## config.mk

```make
export PLATFORM = sky130hd
export DESIGN_NAME = ir_sample_seq
export DESIGN_NICKNAME = d
export VERILOG_FILES = /design/src/rtl/ir_sample_seq.sv
export SDC_FILE = /design/constraint.sdc
export NUM_CORES = 1
export LEC_CHECK = 0
export ABC_AREA = 1
export CAP_MARGIN = 40
export CELL_PAD_IN_SITES_DETAIL_PLACEMENT = 1
export CELL_PAD_IN_SITES_GLOBAL_PLACEMENT = 1
export CORE_MARGIN = 2
export CORE_UTILIZATION = 39
export CTS_CLUSTER_DIAMETER = 40
export CTS_CLUSTER_SIZE = 30
export DETAILED_ROUTE_END_ITERATION = 10
export PLACE_DENSITY = 0.77
export SYNTH_ARGS = -nofsm -noshare
export SYNTH_HDL_FRONTEND = slang
export SYNTH_SLANG_ARGS = --single-unit
```

## constraint.sdc

```tcl
create_clock -name clk -period 2.8 [get_ports clk]
set_input_delay 0.42 -clock clk [delete_from_list [all_inputs] [get_ports clk]]
set_output_delay 0.42 -clock clk [all_outputs]
set_load 0.02 [all_outputs]
```

## src/rtl/ir_sample_seq.sv

```systemverilog
`default_nettype none
// ============================================================================
// Module      : ir_sample_seq
// Description : Owns the shared A2D converter for the IR fusion datapath.
//               Periodically converts the left and right IR channels, then
//               updates the readings, open-wall flags (with hysteresis), the
//               saturated derivative term and the fusion enable together in
//               a single cycle, so the heading datapath sees a coherent set.
// Ports       : clk, rst (async, active high), enable (run request)
//               a2d_req/a2d_chnl -> converter; a2d_done/a2d_res <- converter
//               lft_IR, rght_IR, lft_opn, rght_opn, IR_Dtrm, en_fusion
//               ir_vld (one-cycle new-data strobe), a2d_err (sticky timeout)
// Revision    : 1.0 - initial release
// ============================================================================
module ir_sample_seq #(
    parameter int          PERIOD  = 1024,
    parameter int          TMO     = 255,
    parameter logic [2:0]  LFT_CH  = 3'd4,
    parameter logic [2:0]  RGHT_CH = 3'd5,
    parameter logic [11:0] OPN_LO  = 12'h300,
    parameter logic [11:0] OPN_HI  = 12'h380,
    parameter int          DSHIFT  = 2
) (
    input  logic              clk,
    input  logic              rst,
    input  logic              enable,
    output logic              a2d_req,
    output logic [2:0]        a2d_chnl,
    input  logic              a2d_done,
    input  logic [11:0]       a2d_res,
    output logic [11:0]       lft_IR,
    output logic [11:0]       rght_IR,
    output logic              lft_opn,
    output logic              rght_opn,
    output logic signed [8:0] IR_Dtrm,
    output logic              en_fusion,
    output logic              ir_vld,
    output logic              a2d_err
);

    // Period timer is one bit wider than needed for PERIOD-1 and saturates,
    // so an overrunning pair is still seen as "already past" in WAIT_TMR.
    localparam int c_PW = $clog2(PERIOD) + 1;
    localparam int c_WW = (TMO > 1) ? $clog2(TMO + 1) : 1;

    localparam logic [c_PW-1:0] c_PER_LAST = c_PW'(PERIOD - 1);
    localparam logic [c_PW-1:0] c_PER_MAX  = {c_PW{1'b1}};
    localparam logic [c_PW-1:0] c_PER_ONE  = c_PW'(1);
    localparam logic [c_WW-1:0] c_TMO      = c_WW'(TMO);
    localparam logic [c_WW-1:0] c_WAIT_ONE = c_WW'(1);

    typedef enum logic [2:0] {
        S_IDLE     = 3'd0,
        S_REQ_L    = 3'd1,
        S_WAIT_L   = 3'd2,
        S_REQ_R    = 3'd3,
        S_WAIT_R   = 3'd4,
        S_CALC     = 3'd5,
        S_WAIT_TMR = 3'd6
    } state_t;

    state_t                r_state;
    logic [c_PW-1:0]       r_per_cnt;
    logic [c_WW-1:0]       r_wait_cnt;
    logic [11:0]           r_lft_sh;
    logic [11:0]           r_rght_sh;
    logic signed [12:0]    r_err_prev;
    logic                  r_primed;

    logic                  r_a2d_req;
    logic [2:0]            r_a2d_chnl;
    logic [11:0]           r_lft_IR;
    logic [11:0]           r_rght_IR;
    logic                  r_lft_opn;
    logic                  r_rght_opn;
    logic signed [8:0]     r_IR_Dtrm;
    logic                  r_en_fusion;
    logic                  r_ir_vld;
    logic                  r_a2d_err;

    logic                  w_lft_opn_nx;
    logic                  w_rght_opn_nx;
    logic                  w_closed;
    logic signed [12:0]    w_err_cur;
    logic signed [13:0]    w_diff;
    logic signed [13:0]    w_shf;
    logic signed [8:0]     w_dtrm_sat;

    // Values that CALC commits, derived from the freshly captured shadows.
    always_comb begin
        w_lft_opn_nx = r_lft_opn;
        if (r_lft_sh < OPN_LO) begin
            w_lft_opn_nx = 1'b1;
        end else if (r_lft_sh > OPN_HI) begin
            w_lft_opn_nx = 1'b0;
        end

        w_rght_opn_nx = r_rght_opn;
        if (r_rght_sh < OPN_LO) begin
            w_rght_opn_nx = 1'b1;
        end else if (r_rght_sh > OPN_HI) begin
            w_rght_opn_nx = 1'b0;
        end

        w_closed  = !w_lft_opn_nx && !w_rght_opn_nx;
        w_err_cur = $signed({1'b0, r_lft_sh}) - $signed({1'b0, r_rght_sh});
        // 14 bits: the difference of two 13-bit errors cannot overflow.
        w_diff    = $signed({w_err_cur[12], w_err_cur}) - $signed({r_err_prev[12], r_err_prev});
        w_shf     = w_diff >>> DSHIFT;

        if (w_shf > 14'sd255) begin
            w_dtrm_sat = 9'sd255;
        end else if (w_shf < -14'sd256) begin
            w_dtrm_sat = -9'sd256;
        end else begin
            w_dtrm_sat = w_shf[8:0];
        end
    end

    always_ff @(posedge clk or posedge rst) begin
        if (rst) begin
            r_state     <= S_IDLE;
            r_per_cnt   <= '0;
            r_wait_cnt  <= '0;
            r_lft_sh    <= '0;
            r_rght_sh   <= '0;
            r_err_prev  <= '0;
            r_primed    <= 1'b0;
            r_a2d_req   <= 1'b0;
            r_a2d_chnl  <= '0;
            r_lft_IR    <= '0;
            r_rght_IR   <= '0;
            r_lft_opn   <= 1'b0;
            r_rght_opn  <= 1'b0;
            r_IR_Dtrm   <= '0;
            r_en_fusion <= 1'b0;
            r_ir_vld    <= 1'b0;
            r_a2d_err   <= 1'b0;
        end else begin
            r_ir_vld <= 1'b0;
            if (r_per_cnt != c_PER_MAX) begin
                r_per_cnt <= r_per_cnt + c_PER_ONE;
            end

            if (!enable) begin
                // Abort from any state; readings, flags and derivative hold.
                r_state     <= S_IDLE;
                r_a2d_req   <= 1'b0;
                r_en_fusion <= 1'b0;
                r_primed    <= 1'b0;
                r_a2d_err   <= 1'b0;
            end else begin
                case (r_state)
                    S_IDLE: begin
                        r_state    <= S_REQ_L;
                        r_primed   <= 1'b0;
                        r_err_prev <= '0;
                        r_per_cnt  <= '0;
                    end
                    S_REQ_L: begin
                        r_a2d_req  <= 1'b1;
                        r_a2d_chnl <= LFT_CH;
                        r_wait_cnt <= '0;
                        r_state    <= S_WAIT_L;
                    end
                    S_WAIT_L: begin
                        // Done takes priority over a coincident timeout.
                        if (a2d_done) begin
                            r_lft_sh  <= a2d_res;
                            r_a2d_req <= 1'b0;
                            r_state   <= S_REQ_R;
                        end else if (r_wait_cnt == c_TMO) begin
                            r_a2d_err <= 1'b1;
                            r_a2d_req <= 1'b0;
                            r_state   <= S_WAIT_TMR;
                        end else begin
                            r_wait_cnt <= r_wait_cnt + c_WAIT_ONE;
                        end
                    end
                    S_REQ_R: begin
                        r_a2d_req  <= 1'b1;
                        r_a2d_chnl <= RGHT_CH;
                        r_wait_cnt <= '0;
                        r_state    <= S_WAIT_R;
                    end
                    S_WAIT_R: begin
                        if (a2d_done) begin
                            r_rght_sh <= a2d_res;
                            r_a2d_req <= 1'b0;
                            r_state   <= S_CALC;
                        end else if (r_wait_cnt == c_TMO) begin
                            r_a2d_err <= 1'b1;
                            r_a2d_req <= 1'b0;
                            r_state   <= S_WAIT_TMR;
                        end else begin
                            r_wait_cnt <= r_wait_cnt + c_WAIT_ONE;
                        end
                    end
                    S_CALC: begin
                        r_lft_IR   <= r_lft_sh;
                        r_rght_IR  <= r_rght_sh;
                        r_lft_opn  <= w_lft_opn_nx;
                        r_rght_opn <= w_rght_opn_nx;
                        if (w_closed) begin
                            r_IR_Dtrm  <= r_primed ? w_dtrm_sat : 9'sd0;
                            r_err_prev <= w_err_cur;
                        end else begin
                            // An open side breaks the error history.
                            r_IR_Dtrm  <= 9'sd0;
                            r_err_prev <= '0;
                        end
                        r_primed    <= 1'b1;
                        // enable is known high on this branch.
                        r_en_fusion <= !(w_lft_opn_nx && w_rght_opn_nx);
                        r_ir_vld    <= 1'b1;
                        r_state     <= S_WAIT_TMR;
                    end
                    S_WAIT_TMR: begin
                        // >= also releases a pair that overran the period.
                        if (r_per_cnt >= c_PER_LAST) begin
                            r_state   <= S_REQ_L;
                            r_per_cnt <= '0;
                        end
                    end
                    default: begin
                        r_state   <= S_IDLE;
                        r_a2d_req <= 1'b0;
                    end
                endcase
            end
        end
    end

    assign a2d_req   = r_a2d_req;
    assign a2d_chnl  = r_a2d_chnl;
    assign lft_IR    = r_lft_IR;
    assign rght_IR   = r_rght_IR;
    assign lft_opn   = r_lft_opn;
    assign rght_opn  = r_rght_opn;
    assign IR_Dtrm   = r_IR_Dtrm;
    assign en_fusion = r_en_fusion;
    assign ir_vld    = r_ir_vld;
    assign a2d_err   = r_a2d_err;

endmodule
`default_nettype wire

```

==> results of run 1 <==
==> flip-flops by register name, indices dropped and copies added (netlist names), 2 cells and up <==
name / flops
a2d_chnl: 2
rght_IR: 12
r_rght_sh: 12
r_err_prev: 13
lft_IR: 12
IR_Dtrm: 9
r_per_cnt: 11
r_lft_sh: 12
r_wait_cnt: 8
r_state: 3
==> per-stage QoR <==
step / util / worst slack [ps] / setup TNS [ps] / instance area [µm²] / instances
detailed placement: 0.486 / -459 / -3770 / 6980 / 979
global placement: 0.486 / -235 / -2000 / 6980 / 979
global route: 0.534 / -723 / -6220 / 7680 / 1002
floorplan: - / -48.4 / -371 / 5730 / 686
CTS: 0.517 / -331 / -2640 / 7430 / 997
finish: 0.534 / -514 / -4380 / 7680 / 1002
==> critical path: stages (launching register included) <==
cell and delay (ps):
dfrtp_1 380, inv_2 80, ha_4 130, inv_2 40
fa_2 350, nand3_2 80, nand2_2 80, a21oi_2 160
nor2_1 70, nor2_1 130, xor2_1 200, inv_2 80
ha_4 320, nand2_4 90, nor2_4 130, nand3_2 120
nand4_1 180, nand2_2 100, nor2_2 100, nand2_2 70
nand2_4 110, nand2_1 60, nand2_1 60, nand2_1 60
==> power by group <==
part / leakage [µW] / internal, µW / switching, µW
combinational: 0.00233 / 2780 / 3530
sequential: 0.00126 / 1770 / 238
clock: 0.000137 / 702 / 599
total: 0.00373 / 5250 / 4370
==> logic make-up after synthesis <==
family,synth area share
XOR/XNOR,0.0370
AND/OR/NAND/NOR,0.248
buffers and inverters,0.0846
adder cells (fa/ha/maj),0.0608
AO/OA/AOI/OAI,0.123
flip-flops,0.445
other,0.000660
multiplexers,0.00176
==> worst max path at each step <==
| stage | endpoint | slack, ps | cells past startpoint |
|---|---|---|---|
| after floorplan | IR_Dtrm[0]$_DFFE_PP0P_ | -50 | 24 |
| after global placement | IR_Dtrm[0]$_DFFE_PP0P_ | -240 | 24 |
| after detailed placement | IR_Dtrm[4]$_DFFE_PP0P_ | -460 | 26 |
| after CTS | IR_Dtrm[4]$_DFFE_PP0P_ | -330 | 21 |
| after global routing | IR_Dtrm[7]$_DFFE_PP0P_ | -720 | 23 |
| final | IR_Dtrm[5]$_DFFE_PP0P_ | -510 | 23 |
==> what timing repair did <==
| item | in CTS | in global routing |
|---|---|---|
| pin swaps | 7 | 16 |
| endpoints found under the setup margin | 9 | 9 |
| cloned | 0 | 0 |
| buffers inserted | 2 | 5 |
| gates resized for setup | 25 | 46 |
==> metal layers <==
layer / up-vias / wire length [µm] / global-route usage
met4: 0 / 493 / 0.0701
li1: 2470 / - / -
met2: 108 / 9250 / 0.384
met3: 37 / 559 / 0.0365
met1: 2567 / 7170 / 0.260
met5: - / 0 / 0
==> layout make-up <==
cell class,count,area (µm²),share of cell area
Inverter,98,379,0.0494
Tap cell,184,230,0.0300
Clock buffer,10,229,0.0298
Multi-Input combinational cell,470,3060,0.399
Clock inverter,6,72.6,0.00945
Timing Repair Buffer,133,1180,0.154
Sequential cell,101,2530,0.329
==> cell usage in the layout, fill, tap and decap left out, types with 11 or more instances in the layout <==
| cell type | netlist | layout |
|---|---|---|
| a21oi_1 | 45 | 38 |
| buf_4 | 5 | 73 |
| clkdlybuf4s50_1 | 0 | 56 |
| dfrtp_1 | 101 | 101 |
| ha_1 | 26 | 15 |
| ha_4 | 0 | 11 |
| inv_1 | 88 | 80 |
| inv_2 | 8 | 15 |
| nand2_1 | 179 | 155 |
| nand2_2 | 5 | 25 |
| nand3_1 | 26 | 22 |
| nand4_1 | 13 | 13 |
| nor2_1 | 32 | 28 |
| o21ai_0 | 33 | 33 |
| o21ai_1 | 24 | 23 |
| xor2_1 | 17 | 15 |
==> run summary, run 1 <==
CTS clock-pin slew for the worst setup and hold paths: 70 ps
CP required: 3040 ps
clk sink count: 101
initial antenna violation count: 0
worst hold path class: in2async
outcome: finished with violations
Distinct cells, synth: 55
die width: 125 µm
leading post-synthesis cells by cell area: dfrtp_1 44%, nand2_1 12%, inv_1 5.8%
worst r2r path cells: 23
wire per inst: 17.4 µm
GRT Overall Usage: 0.214
count leader, synth: nand2_1
Final HPWL DP: 11.9 mm
Final #Nets: 856
layout cells sized above 1: 0.247
die area: 15600 µm²
CTS H-tree lvls: 3
maximum fanout along the worst path: 8
violated checks: negative setup slack
#FFs+latches synth: 101
YS warnings: 0
Hold Slack: 442 ps
Max Cap Violations: 0
Initial Utilization: 0.395
root buf cell: clkbuf_16
DRT Wirelength: 17.5 mm
Post-Synthesis Cells: 686
syn avg cell area: 8.28 µm²
DRC: 0
CTS buffer count: 9
flop2flop setup slack: -510 ps
cts hold-fix bufs: 0
TritonRoute pass-1 iters: 6
Layout Skew: 6.02 ps
mapped cell area: 5680 µm²
CTS Buffer Depth: 2
drt first-iter violations: 181
num ports: 58
std cell rows: 44
prevailing post-synth register cell: dfrtp_1
Area growth syn-to-layout: 35.1%
unrepaired setup endpoints after global routing: yes
CP arrival: 3560 ps
vias per cell: 5.17
Static Leakage: 0.00373 µW
CTS tree: done
synth cell count leaders: 179 x nand2_1, 101 x dfrtp_1, 88 x inv_1, 45 x a21oi_1, 33 x o21ai_0
die height: 125 µm
VDD IR max: 611 µV
core area: 14400 µm²
antenna-violating nets left: 0
Post-synth EDFFs: 0
Final WS setup: -514 ps
share of the synthesized area in the top cell type: 0.445
I/O Buffers: 56
post-synthesis sequential area ratio: 0.445
worst setup path startpoint: r_lft_sh[0]$_DFFE_PP0P_
Power Total: 9620 µW
fin. max-slew vios: 0
final setup vio count: 9
ANT cells: 0
worst-skew pair later-pin latency: 350 ps
ys async rst share: 1.00
largest net degree at the start of global routing: 49
first-pass GRT wire length: 27.1 mm
Worst R2R End: IR_Dtrm[5]$_DFFE_PP0P_
RR Startpoint: r_lft_sh[0]$_DFFE_PP0P_
Hold Fails Final Rpt: 0
Fmax: 0.302 GHz
Crit Path Class: reg2reg
vias in the first global route: 5537
total gr overflow: 0
Tmin final: 3310 ps
syn_nets: 729
Filler cells: 1673
cell taking the most area after synthesis: dfrtp_1
fin crit share: 1.18
routability congestion estimate: 0.892
PD cells: 1250 nW/µm²
Crit. End Element: register
CP Launch Type: register
vias after detailed routing: 5182
Note: power is estimated with default switching activity, not from simulation.
==> run 2: changes to the inputs <==
CTS_CLUSTER_DIAMETER = default   (was 40)
GPL_TIMING_DRIVEN = 0   (was default)
==> run 2 against run 1 <==
Against the previous run:
- the run still ends with negative setup slack left
- cell area shrank 4.6%
- highest routed layer unchanged
- sequential share of layout area increased by 1.6 points
- sequential cell count unchanged
- setup slack worse by 57 ps
- largest power group unchanged
- first-iteration DRC count rose by 5.5%
- clock skew hardly changed
==> run summary, run 2 (same netlist as run 1, synthesis figures left out) <==
max_slew headroom: 0.638
FF/Latch Area: 2530 µm²
maximum fanout along the worst path: 8
wire per inst: 17.3 µm
violated checks: negative setup slack
Worst-Margin Slew: 542 ps
Power Total: 8500 µW
most frequent cells in the layout: 164 x nand2_1, 101 x dfrtp_1, 78 x inv_1
num ports: 58
CTS tree: done
CTS Buffer Depth: 2
CP Cell Sequence: inv_2 > ha_4 > a21oi_1 > nand2_2 > a21oi_4 > o21ai_2 > buf_4 > xor2_1 > ha_1 > nand2_1 > nand2_1 > a21oi_1 > nand3_1 > nand2_1 > nand2_1 > nor2_1 > nand2_2 > nand2_4 > nand2_2 > nand2_2 > nand2_1
Final WS setup: -571 ps
Largest Register: r_err_prev
die area: 15600 µm²
CP Launch Type: register
cts hold-fix bufs: 0
worst r2r path cells: 21
vias per cell: 5.17
CP arrival: 3630 ps
fin util: 0.510
Switching Share: 0.464
vias in the first global route: 5325
Worst R2R End: IR_Dtrm[5]$_DFFE_PP0P_
CTS H-tree lvls: 3
Combinational Power Share: 0.611
Crit. End Element: register
ANT cells: 0
HP Start: enable
PD cells: 1160 nW/µm²
I/O Buffers: 55
CTS buffer count: 9
Psw: 3950 µW
Final #Nets: 820
most used cell, CP: nand2_1
Tmin final: 3370 ps
first-pass GRT wire length: 26.9 mm
Hold Slack: 351 ps
Post-DP Area: 6580 µm²
largest net degree at the start of global routing: 37
outcome: finished with violations
CP required: 3060 ps
max reg flops: 13
core area: 14400 µm²
fin. max-slew vios: 0
Final HPWL DP: 11.6 mm
die height: 125 µm
clk sink count: 101
internal power: 4550 µW
Crit Path Class: reg2reg
flop2flop setup slack: -570 ps
Slowest cell on crit path: dfrtp_1
area occupied by multi-input gates: 3010 µm²
design area: 7330 µm²
VDD IR max: 497 µV
Layout Skew: 5.65 ps
drt first-iter violations: 191
fin crit share: 1.20
commonest non-fill, non-tap cell in the layout: nand2_1
root buf cell: clkbuf_16
TritonRoute pass-1 iters: 4
antenna-violating nets left: 0
Initial Utilization: 0.395
power share of the clock group: 0.151
die width: 125 µm
Hold Fails Final Rpt: 0
initial antenna violation count: 0
routability congestion estimate: 0.867
Static Leakage: 0.00352 µW
CP peak stage delay: 380 ps
worst-skew pair later-pin latency: 370 ps
Area growth syn-to-layout: 29.0%
DP Worst Slack: -583 ps
sequential power share: 0.238
Fmax: 0.297 GHz
Filler cells: 1676
worst hold path class: in2reg
unrepaired setup endpoints after global routing: yes
DRC: 0
std cell rows: 44
Max Cap Violations: 0
RR Startpoint: r_rght_sh[2]$_DFFE_PP0P_
GRT Overall Usage: 0.212
layout cells sized above 1: 0.201
Worst Hold End: r_wait_cnt[3]$_DFFE_PP0P_
CTS clock-pin slew for the worst setup and hold paths: 80 ps
worst hold path stage count: 2
final setup vio count: 9
vias after detailed routing: 4997
DRT Wirelength: 16.7 mm
total gr overflow: 0
run 2: changes by cell type in the layout (fill, tap and decap cells not counted), sizes merged:
cell,delta
clkbuf,+5
clkinv,+3
inv,+1
buf,-40
bufinv,-1
clkdlybuf4s50,-1
clkinvlp,-3
run 2: timing repair:
| action | in CTS | in global routing |
|---|---|---|
| endpoints found under the hold margin | 0 | 0 |
| pin swaps | 22 | 21 |
| setup endpoints to repair | 9 | 9 |
| gates resized for setup | 32 | 29 |
| buffers inserted | 12 | 10 |
run 2: worst max-delay path, delay by kind of cell, from the launching register on:
family	cells	cell delay, ps
AO/OA/AOI/OAI	4	660
XOR/XNOR	1	200
buffers and inverters	2	260
flip-flops	1	380
AND/OR/NAND/NOR	12	1170
adder cells (fa/ha/maj)	2	590
run 2: power by group through the flow:
stage	Combinational, µW	Clock, µW	Sequential (µW)
after floorplan	2830	0	2150
after global placement	3980	0	2000
after detailed placement	4120	0	2020
after CTS	4660	1300	2010
after global routing	5750	1360	2060
final	5200	1280	2020
run 2: layout make-up:
type,count,share of cell area
flip-flops and latches,101,0.345
repair buffers,80,0.107
clock inverters,6,0.00751
inverters,98,0.0521
plain buffers,17,0.0143
clock buffers,10,0.0326
multi-input cells,470,0.410
well taps,184,0.0314
run 2: metal layers:
metal,share of wire,GRT usage,routed length [µm],vias to the layer above
met5,0,0,0,-
met3,0.032,0.0309,530,15
met4,0.013,0.0714,216,0
met2,0.52,0.366,8710,80
li1,-,-,-,2407
met1,0.43,0.272,7220,2495
run 2: how the worst max path moves through the flow:
stage / startpoint / endpoint / slack (ps)
4_1_cts: r_lft_sh[0]$_DFFE_PP0P_ / IR_Dtrm[7]$_DFFE_PP0P_ / -330
3_3_place_gp: r_rght_sh[2]$_DFFE_PP0P_ / IR_Dtrm[4]$_DFFE_PP0P_ / -410
3_5_place_dp: r_rght_sh[2]$_DFFE_PP0P_ / IR_Dtrm[5]$_DFFE_PP0P_ / -580
2_1_floorplan: r_lft_sh[0]$_DFFE_PP0P_ / IR_Dtrm[0]$_DFFE_PP0P_ / -50
5_1_grt: r_rght_sh[1]$_DFFE_PP0P_ / IR_Dtrm[2]$_DFFE_PP0P_ / -820
6_report: r_rght_sh[2]$_DFFE_PP0P_ / IR_Dtrm[5]$_DFFE_PP0P_ / -570
run 2: stage by stage:
stage / TNS, ps / instances
floorplan: -371 / 686
global placement: -3370 / 925
detailed placement: -4800 / 928
CTS: -2620 / 956
global route: -6720 / 966
finish: -4660 / 966
